<file path="config.mk">
export PLATFORM = sky130hd
export DESIGN_NAME = tdm_demux8
export DESIGN_NICKNAME = d
export VERILOG_FILES = /design/src/rtl/tdm_demux8.sv
export SDC_FILE = /design/constraint.sdc
export NUM_CORES = 1
export LEC_CHECK = 0
export CAP_MARGIN = 20
export CORE_MARGIN = 5
export CORE_UTILIZATION = 39
export DETAILED_ROUTE_END_ITERATION = 8
export PLACE_DENSITY = 0.67
export SYNTH_ARGS = -nofsm -noshare
export SYNTH_HDL_FRONTEND = slang
export SYNTH_SLANG_ARGS = --single-unit
export TNS_END_PERCENT = 50
</file>
<file path="constraint.sdc">
create_clock -name clk -period 3.2 [get_ports clk]
set_input_delay 0.48 -clock clk [delete_from_list [all_inputs] [get_ports clk]]
set_output_delay 0.48 -clock clk [all_outputs]
set_load 0.01 [all_outputs]
</file>
<file path="src/rtl/tdm_demux8.sv">
// tdm_demux8: 1-to-8 TDM demultiplexer with frame-lock FSM,
// atomic frame publish and a saturating alignment-error counter.
module tdm_demux8 #(
  parameter int WIDTH = 1,
  parameter int ERRW  = 8
) (
  input  logic               clk,
  input  logic               rst_n,
  input  logic [WIDTH-1:0]   din,
  input  logic               din_valid,
  input  logic               frame_sync,
  output logic [WIDTH-1:0]   d0,
  output logic [WIDTH-1:0]   d1,
  output logic [WIDTH-1:0]   d2,
  output logic [WIDTH-1:0]   d3,
  output logic [WIDTH-1:0]   d4,
  output logic [WIDTH-1:0]   d5,
  output logic [WIDTH-1:0]   d6,
  output logic [WIDTH-1:0]   d7,
  output logic [7:0]         ch_valid,
  output logic [8*WIDTH-1:0] frame_out,
  output logic               frame_valid,
  output logic               locked,
  output logic [2:0]         slot,
  output logic               sync_err,
  output logic [ERRW-1:0]    err_cnt
);

  typedef enum logic {
    HUNT,
    LOCKED
  } state_t;

  state_t             r_state;
  state_t             w_state_nxt;
  logic [2:0]         r_slot;
  logic [2:0]         w_slot_nxt;
  logic [2:0]         w_wr_slot;
  logic               w_wr;
  logic               w_err;
  logic               w_pub;
  logic [WIDTH-1:0]   r_d [8];
  logic [7:0]         r_ch_valid;
  logic [8*WIDTH-1:0] r_frame;
  logic [8*WIDTH-1:0] w_frame;
  logic               r_fv;
  logic               r_serr;
  logic [ERRW-1:0]    r_cnt;

  always_comb begin
    w_state_nxt = r_state;
    w_slot_nxt  = r_slot;
    w_wr_slot   = r_slot;
    w_wr        = 1'b0;
    w_err       = 1'b0;
    w_pub       = 1'b0;
    if (din_valid) begin
      unique case (r_state)
        HUNT: begin
          if (frame_sync) begin
            w_wr        = 1'b1;
            w_wr_slot   = 3'd0;
            w_slot_nxt  = 3'd1;
            w_state_nxt = LOCKED;
          end
        end
        LOCKED: begin
          if (frame_sync) begin
            // early sync realigns onto the new frame
            w_wr       = 1'b1;
            w_wr_slot  = 3'd0;
            w_slot_nxt = 3'd1;
            w_err      = (r_slot != 3'd0);
          end else if (r_slot == 3'd0) begin
            w_err       = 1'b1;
            w_slot_nxt  = 3'd0;
            w_state_nxt = HUNT;
          end else begin
            w_wr       = 1'b1;
            w_slot_nxt = r_slot + 3'd1;
            w_pub      = (r_slot == 3'd7);
          end
        end
        default: w_state_nxt = HUNT;
      endcase
    end
  end

  // slot 7 comes straight from din so the frame is whole this edge
  assign w_frame = {din, r_d[6], r_d[5], r_d[4],
                    r_d[3], r_d[2], r_d[1], r_d[0]};

  always_ff @(posedge clk or negedge rst_n) begin
    if (!rst_n) begin
      r_state    <= HUNT;
      r_slot     <= 3'd0;
      r_ch_valid <= '0;
      r_frame    <= '0;
      r_fv       <= 1'b0;
      r_serr     <= 1'b0;
      r_cnt      <= '0;
      for (int i = 0; i < 8; i++) begin
        r_d[i] <= '0;
      end
    end else begin
      r_state    <= w_state_nxt;
      r_slot     <= w_slot_nxt;
      r_ch_valid <= w_wr ? (8'b1 << w_wr_slot) : 8'b0;
      r_fv       <= w_pub;
      r_serr     <= w_err;
      if (w_wr) begin
        r_d[w_wr_slot] <= din;
      end
      if (w_pub) begin
        r_frame <= w_frame;
      end
      if (w_err && (r_cnt != '1)) begin
        r_cnt <= r_cnt + 1'b1;
      end
    end
  end

  assign d0          = r_d[0];
  assign d1          = r_d[1];
  assign d2          = r_d[2];
  assign d3          = r_d[3];
  assign d4          = r_d[4];
  assign d5          = r_d[5];
  assign d6          = r_d[6];
  assign d7          = r_d[7];
  assign ch_valid    = r_ch_valid;
  assign frame_out   = r_frame;
  assign frame_valid = r_fv;
  assign locked      = (r_state == LOCKED);
  assign slot        = r_slot;
  assign sync_err    = r_serr;
  assign err_cnt     = r_cnt;

endmodule

</file>
==> results.sh, run 1 <==
export IMPL_cts_hold_buf=0
export IMPL_post_cts_buffers=0
export IMPL_synth_seq_area_share=0.590
export IMPL_maxCapViolations=0
export IMPL_r2r_end="d3"
export IMPL_via_count=1134
export IMPL_worst_path_stages=8
export IMPL_yosys_top_cells_area="dfrtp_1, mux2_2, mux2_1"
export IMPL_yosysTopAreaCellShare=0.590
export IMPL_antenna_cells=0
export IMPL_cts_sinks=38
export IMPL_cts_made_buffers=5
export IMPL_gr_usage_all_layers=0.130
export IMPL_ctsResizeCount=0
export IMPL_r2r_setup_slack_ns=0.87
export IMPL_slew_headroom=0.457
export IMPL_synth_cell_type_count=30
export IMPL_die_area_mm2=0.00552
export IMPL_wl_mm=3.20
export IMPL_yosysTopAreaCell="dfrtp_1"
export IMPL_cpMaxStageDelayCell="or4_4"
export IMPL_skew_ns=0.00512
export IMPL_slowest_delay_ns=0.57
export IMPL_clkSlewWorstSetupHoldPaths_ns=0.07
export IMPL_maxUsedRoutingLayer="met4"
export IMPL_hold_slack_ns=0.289
export IMPL_irDropWorstVdd_v=0.000406
export IMPL_final_core_util=0.547
export IMPL_wl_per_cell_um=14.4
export IMPL_path_buf_inv=2
export IMPL_ios=43
export IMPL_min_path_type="input pin to async pin"
export IMPL_place_ws_ns=0.608
export IMPL_clock_fmax_mhz=429
export IMPL_fin_setup_tns_ns=0
export IMPL_outcome="complete, no violations"
export IMPL_dr_pass1_iters=4
export IMPL_r2r_start="slot[1]"
export IMPL_postPlaceCellArea_mm2=0.00208
export IMPL_synth_nets=134
export IMPL_num_rows=23
export IMPL_drtIter0Drc=36
export IMPL_port_buffers=42
export IMPL_h_tree_depth=2
export IMPL_drv_slew=0
export IMPL_synthesis_area_mm2=0.00161
export IMPL_antenna_found_initial=0
export IMPL_final_common_cell="clkdlybuf4s50_1"
export IMPL_cp_start_kind="flip-flop"
export IMPL_hpwl_mm=2.43
export IMPL_crit_start="slot[1]"
export IMPL_syn2layout_area_growth_pct=35.8
export IMPL_synth_seq_cells=38
export IMPL_reg2regPathDepth=8
export IMPL_grt_max_degree=39
export IMPL_rsz0062_at_grt="false"
export IMPL_tightest_slew_ns=0.814
export IMPL_ant_nets=0
export IMPL_grt_pass1_wl_mm=5.37
export IMPL_clk_latency_ns=0.28
export IMPL_die_x_um=74.3
export IMPL_post_route_worst_setup_slack_ns=0.872
export IMPL_hold_viol_final=0
export IMPL_fillerInstances=339
export IMPL_grt_overflow_total=0
export IMPL_die_h_um=74.3
export IMPL_route_met2_wl_mm=1.61
export IMPL_viasPerCell=5.11
export IMPL_period_needed_ns=2.33
export IMPL_crit_path_end_kind="flip-flop"
export IMPL_gp_congestion=0.926
export IMPL_fin_area_mm2=0.00219
export IMPL_critPathTopFamily="simple AND/OR/NAND/NOR gates"
export IMPL_tritoncts="built"
export IMPL_first_global_vias=1085
export IMPL_layout_nets=181
export IMPL_ys_warnings_count=0
export IMPL_cp_data_required_time_ns=3.36
export IMPL_start_util=0.403
export IMPL_dr_wl_met3_um=194
export IMPL_core_mm2=0.00400
export IMPL_drt_met1_wl_mm=1.33
export IMPL_p_leak_nw=1.00
export IMPL_cts_root_buf="clkbuf_8"
export IMPL_clk_path_buf_depth=2
export IMPL_worst_setup_path_type="flip-flop to flip-flop"
export IMPL_path_cells="inv_1 > ha_1 > nand2b_1 > inv_1 > ha_1 > or4_4 > nor2_4 > mux2_1"
export IMPL_critPathMaxFanout=6
export IMPL_avgSynthCellArea_um2=13.0
export IMPL_period_share=0.728
export IMPL_endpoint="d3"
export IMPL_cp_data_arrival_time_ns=2.49
export IMPL_drc=0
export IMPL_synth_cells=124
export IMPL_drive_above_1_share=0.163
export IMPL_p_per_area_mw_per_mm2=737
export IMPL_most_common_layout_cells="clkdlybuf4s50_1, dfrtp_1, mux2_2"
export IMPL_setup_viol=0
==> metal layers <==
layer / track usage / vias up
li1: - / 531
met1: 0.151 / 566
met2: 0.222 / 31
met3: 0.0338 / 6
met4: 0.0613 / 0
met5: 0 / -
==> power breakdown <==
group          switching (mW)  internal [mW]
combinational           0.225          0.297
clock                   0.158          0.229
sequential              0.112          0.591
==> Yosys cell counts, drive strengths merged <==
library cell and n:
xnor2 3, nand2b 2, and2b 1, and4 1
o22ai 2, inv 7, nor2 9, and3 3
mux2 19, a22oi 1, xor2 1, o21a 2
nand2 8, nand4 4, and3b 1, a21boi 2
o21ai 4, nand3 5, buf 2, ha 5
nor4b 1, a21oi 1, a22o 1, or4 1
dfrtp 38
==> worst min-delay path by stage <==
stage / start / cells after the start / endpoint / slack [ns]
after global routing: rst_n / 1 / frame_out[1] / 0.37
after global placement: frame_out[5] / 1 / frame_out[5] / 0.49
after detailed placement: frame_out[1] / 1 / frame_out[1] / 0.49
final: rst_n / 1 / ch_valid[2] / 0.29
after CTS: rst_n / 1 / ch_valid[1] / 0.31
after floorplan: rst_n / 0 / ch_valid[0] / 0.18
==> stage by stage <==
| stage | cells | total power, mW |
|---|---|---|
| detailed placement | 214 | 1.24 |
| finish | 222 | 1.61 |
| floorplan | 124 | 0.937 |
| global placement | 214 | 1.22 |
| global route | 222 | 1.71 |
| CTS | 222 | 1.64 |
==> cell families (layout without fill, tap and decap cells) <==
kind of cell               Yosys count  after routing  synth area share
muxes                               19             19             0.133
AOI/OAI and AO/OA                   13             13            0.0520
adders and majority gates            5              5            0.0388
buffers and inverters                9             57            0.0225
and+or+nand+nor                     36             36             0.142
DFF                                 38             38             0.590
xor gates and xnor gates             4              4            0.0217
==> final cells by class <==
type / instances / area, µm² / share of cell area
repair buffers: 42 / 415 / 0.190
clock buffers: 5 / 68.8 / 0.0314
clock inverters: 3 / 40.0 / 0.0183
inverters: 7 / 26.3 / 0.0120
well taps: 50 / 62.6 / 0.0286
multi-input cells: 77 / 624 / 0.285
flip-flops and latches: 38 / 951 / 0.435
==> state kept, by name (all words and copies together), names as in the netlist, 3 cells and up <==
signal,count
err_cnt,8
ch_valid,8
slot,3
frame_out,8
(Power assumes the default switching activity.)
==> run 2, diff against run 1 <==
Settings changed: PLACE_DENSITY 0.67 to 0.69.
Clock period 3.2 ns to 2.02 ns, I/O delays scaled along.
==> run 2 against run 1 <==
Compared with the run above: the run now ends with negative setup slack left; clock power is 22% higher; worst hold slack gained 0.18 ns; via count increased by 7.0%; global-route usage rose by 1.4 points; first-iteration DRC count is 33% lower; clock skew shrank 0.00059 ns; fmax rose by 14%; register-to-register slack got worse by 0.89 ns; utilization rose by 4.5 points; largest power group unchanged.
==> results.sh, run 2 (synthesis results as in run 1) <==
export IMPL_cp_common_cell="ha_4"
export IMPL_cp_data_required_time_ns=2.18
export IMPL_first_global_vias=1241
export IMPL_drv_slew=0
export IMPL_drtIter0Drc=24
export IMPL_rsz0062_at_grt="true"
export IMPL_slowest_delay_ns=0.61
export IMPL_h_tree_depth=2
export IMPL_violations="negative setup slack"
export IMPL_cts_sinks=38
export IMPL_crit_start="slot[0]"
export IMPL_r2r_start="slot[0]"
export IMPL_period_share=1.01
export IMPL_gp_congestion=0.938
export IMPL_num_rows=23
export IMPL_tritoncts="built"
export IMPL_drive_above_1_share=0.297
export IMPL_antenna_cells=0
export IMPL_skew_ns=0.00453
export IMPL_die_h_um=74.3
export IMPL_tightest_slew_ns=0.386
export IMPL_syn2layout_area_growth_pct=46.9
export IMPL_port_buffers=42
export IMPL_multiInputGateArea_um2=674
export IMPL_die_x_um=74.3
export IMPL_start_util=0.403
export IMPL_die_area_mm2=0.00552
export IMPL_ios=43
export IMPL_p_per_area_mw_per_mm2=1100
export IMPL_hold_viol_final=0
export IMPL_most_common_layout_cells="clkdlybuf4s50_1, dfrtp_1, buf_4"
export IMPL_ant_nets=0
export IMPL_outcome="complete, but fails checks"
export IMPL_critPathMaxFanout=4
export IMPL_crit_path_end_kind="flip-flop"
export IMPL_r2r_setup_slack_ns=-0.02
export IMPL_fillerInstances=338
export IMPL_irDropWorstVdd_v=0.000575
export IMPL_hpwl_mm=2.75
export IMPL_postPlaceCellArea_mm2=0.00221
export IMPL_reg2regPathDepth=8
export IMPL_grt_pass1_wl_mm=5.91
export IMPL_wl_mm=3.66
export IMPL_grt_overflow_total=0
export IMPL_slew_headroom=0.743
export IMPL_cpMaxStageDelayCell="or4_4"
export IMPL_via_count=1213
export IMPL_p_leak_nw=1.08
export IMPL_clk_path_buf_depth=2
export IMPL_r2r_end="d7"
export IMPL_path_cells="inv_2 > ha_4 > nand2b_4 > inv_4 > ha_4 > or4_4 > nor2_4 > mux2_4"
export IMPL_clk_latency_ns=0.28
export IMPL_final_common_cell="clkdlybuf4s50_1"
export IMPL_fin_area_mm2=0.00237
export IMPL_antenna_found_initial=0
export IMPL_cp_start_kind="flip-flop"
export IMPL_worst_setup_path_type="flip-flop to flip-flop"
export IMPL_wl_per_cell_um=15.1
export IMPL_cts_root_buf="clkbuf_8"
export IMPL_drc=0
export IMPL_min_path_type="input pin to async pin"
export IMPL_clkSlewWorstSetupHoldPaths_ns=0.07
export IMPL_gr_usage_all_layers=0.144
export IMPL_viasPerCell=5.01
export IMPL_maxCapViolations=0
export IMPL_dr_pass1_iters=4
export IMPL_period_needed_ns=2.04
export IMPL_cts_made_buffers=5
export IMPL_clock_fmax_mhz=490
export IMPL_area_sequential_um2=953
export IMPL_endpoint="d7"
export IMPL_setup_viol=1
export IMPL_fin_setup_tns_ns=-0.0194
export IMPL_core_mm2=0.00400
export IMPL_grt_max_degree=19
export IMPL_layout_nets=201
export IMPL_cp_data_arrival_time_ns=2.20
export IMPL_post_route_worst_setup_slack_ns=-0.0194
-- run 2: changes by cell type in the layout (fill, tap and decap cells not counted), sizes merged --
cell,delta
dlygate4sd3,+1
bufinv,-1
clkinv,-2
buf,+19
clkbuf,+3
-- run 2: worst max-delay path: cells and delay by family (launching register included) --
family / cells / cell delay, ns
buffers and inverters: 2 / 0.10
AND/OR/NAND/NOR: 3 / 0.84
multiplexers: 1 / 0.30
flip-flops: 1 / 0.37
adder cells (fa/ha/maj): 2 / 0.32
-- run 2: final cells by class --
class | instances | share of cell area
well taps | 50 | 0.0264
multi-input cells | 77 | 0.285
inverters | 7 | 0.0122
flip-flops and latches | 38 | 0.403
repair buffers | 62 | 0.240
clock buffers | 8 | 0.0338
-- run 2: worst min-delay path by stage --
| stage | startpoint | slack [ns] | endpoint | depth (start not counted) |
|---|---|---|---|---|
| 6_report | rst_n | 0.47 | err_cnt[6] | 2 |
| 3_3_place_gp | rst_n | 0.24 | err_cnt[6] | 1 |
| 2_1_floorplan | rst_n | 0.007 | ch_valid[0] | 0 |
| 5_1_grt | rst_n | 0.50 | err_cnt[6] | 2 |
| 4_1_cts | rst_n | 0.47 | err_cnt[6] | 2 |
| 3_5_place_dp | rst_n | 0.25 | err_cnt[6] | 1 |
-- run 2: timing repair --
| action | in CTS | in global routing |
|---|---|---|
| resized for setup | 4 | 3 |
| pin swaps | 4 | 4 |
| setup buffers | 4 | 1 |
| hold endpoints to repair | 16 | 0 |
| hold buffers | 1 | 0 |
| gates cloned | 0 | 0 |
| setup endpoints to repair | 9 | 9 |
-- run 2: per-layer routing --
layer,global-route usage,vias to the layer above,part of all wire
li1,-,566,-
met1,0.171,596,0.40
met2,0.250,42,0.51
met3,0.0405,9,0.064
met4,0.0494,0,0.022
met5,0,-,0
-- run 2: where the power goes --
part	leakage (nW)	internal (mW)	total (mW)	switching, mW
combinational	0.541	0.610	1.04	0.428
clock	0.0395	0.245	0.474	0.229
sequential	0.502	0.939	1.10	0.162
-- run 2: per-stage QoR --
step / power (mW) / utilization / cells / hold WS, ns / setup slack, ns
3_3_place_gp: 2.04 / 0.552 / 228 / 0.240 / -0.176
6_report: 2.61 / 0.592 / 242 / 0.470 / -0.0194
2_1_floorplan: 1.51 / - / 124 / 0.00741 / -0.0716
3_5_place_dp: 2.08 / 0.552 / 228 / 0.245 / -0.220
4_1_cts: 2.63 / 0.587 / 241 / 0.473 / 0.00208
5_1_grt: 2.79 / 0.592 / 242 / 0.500 / -0.0780
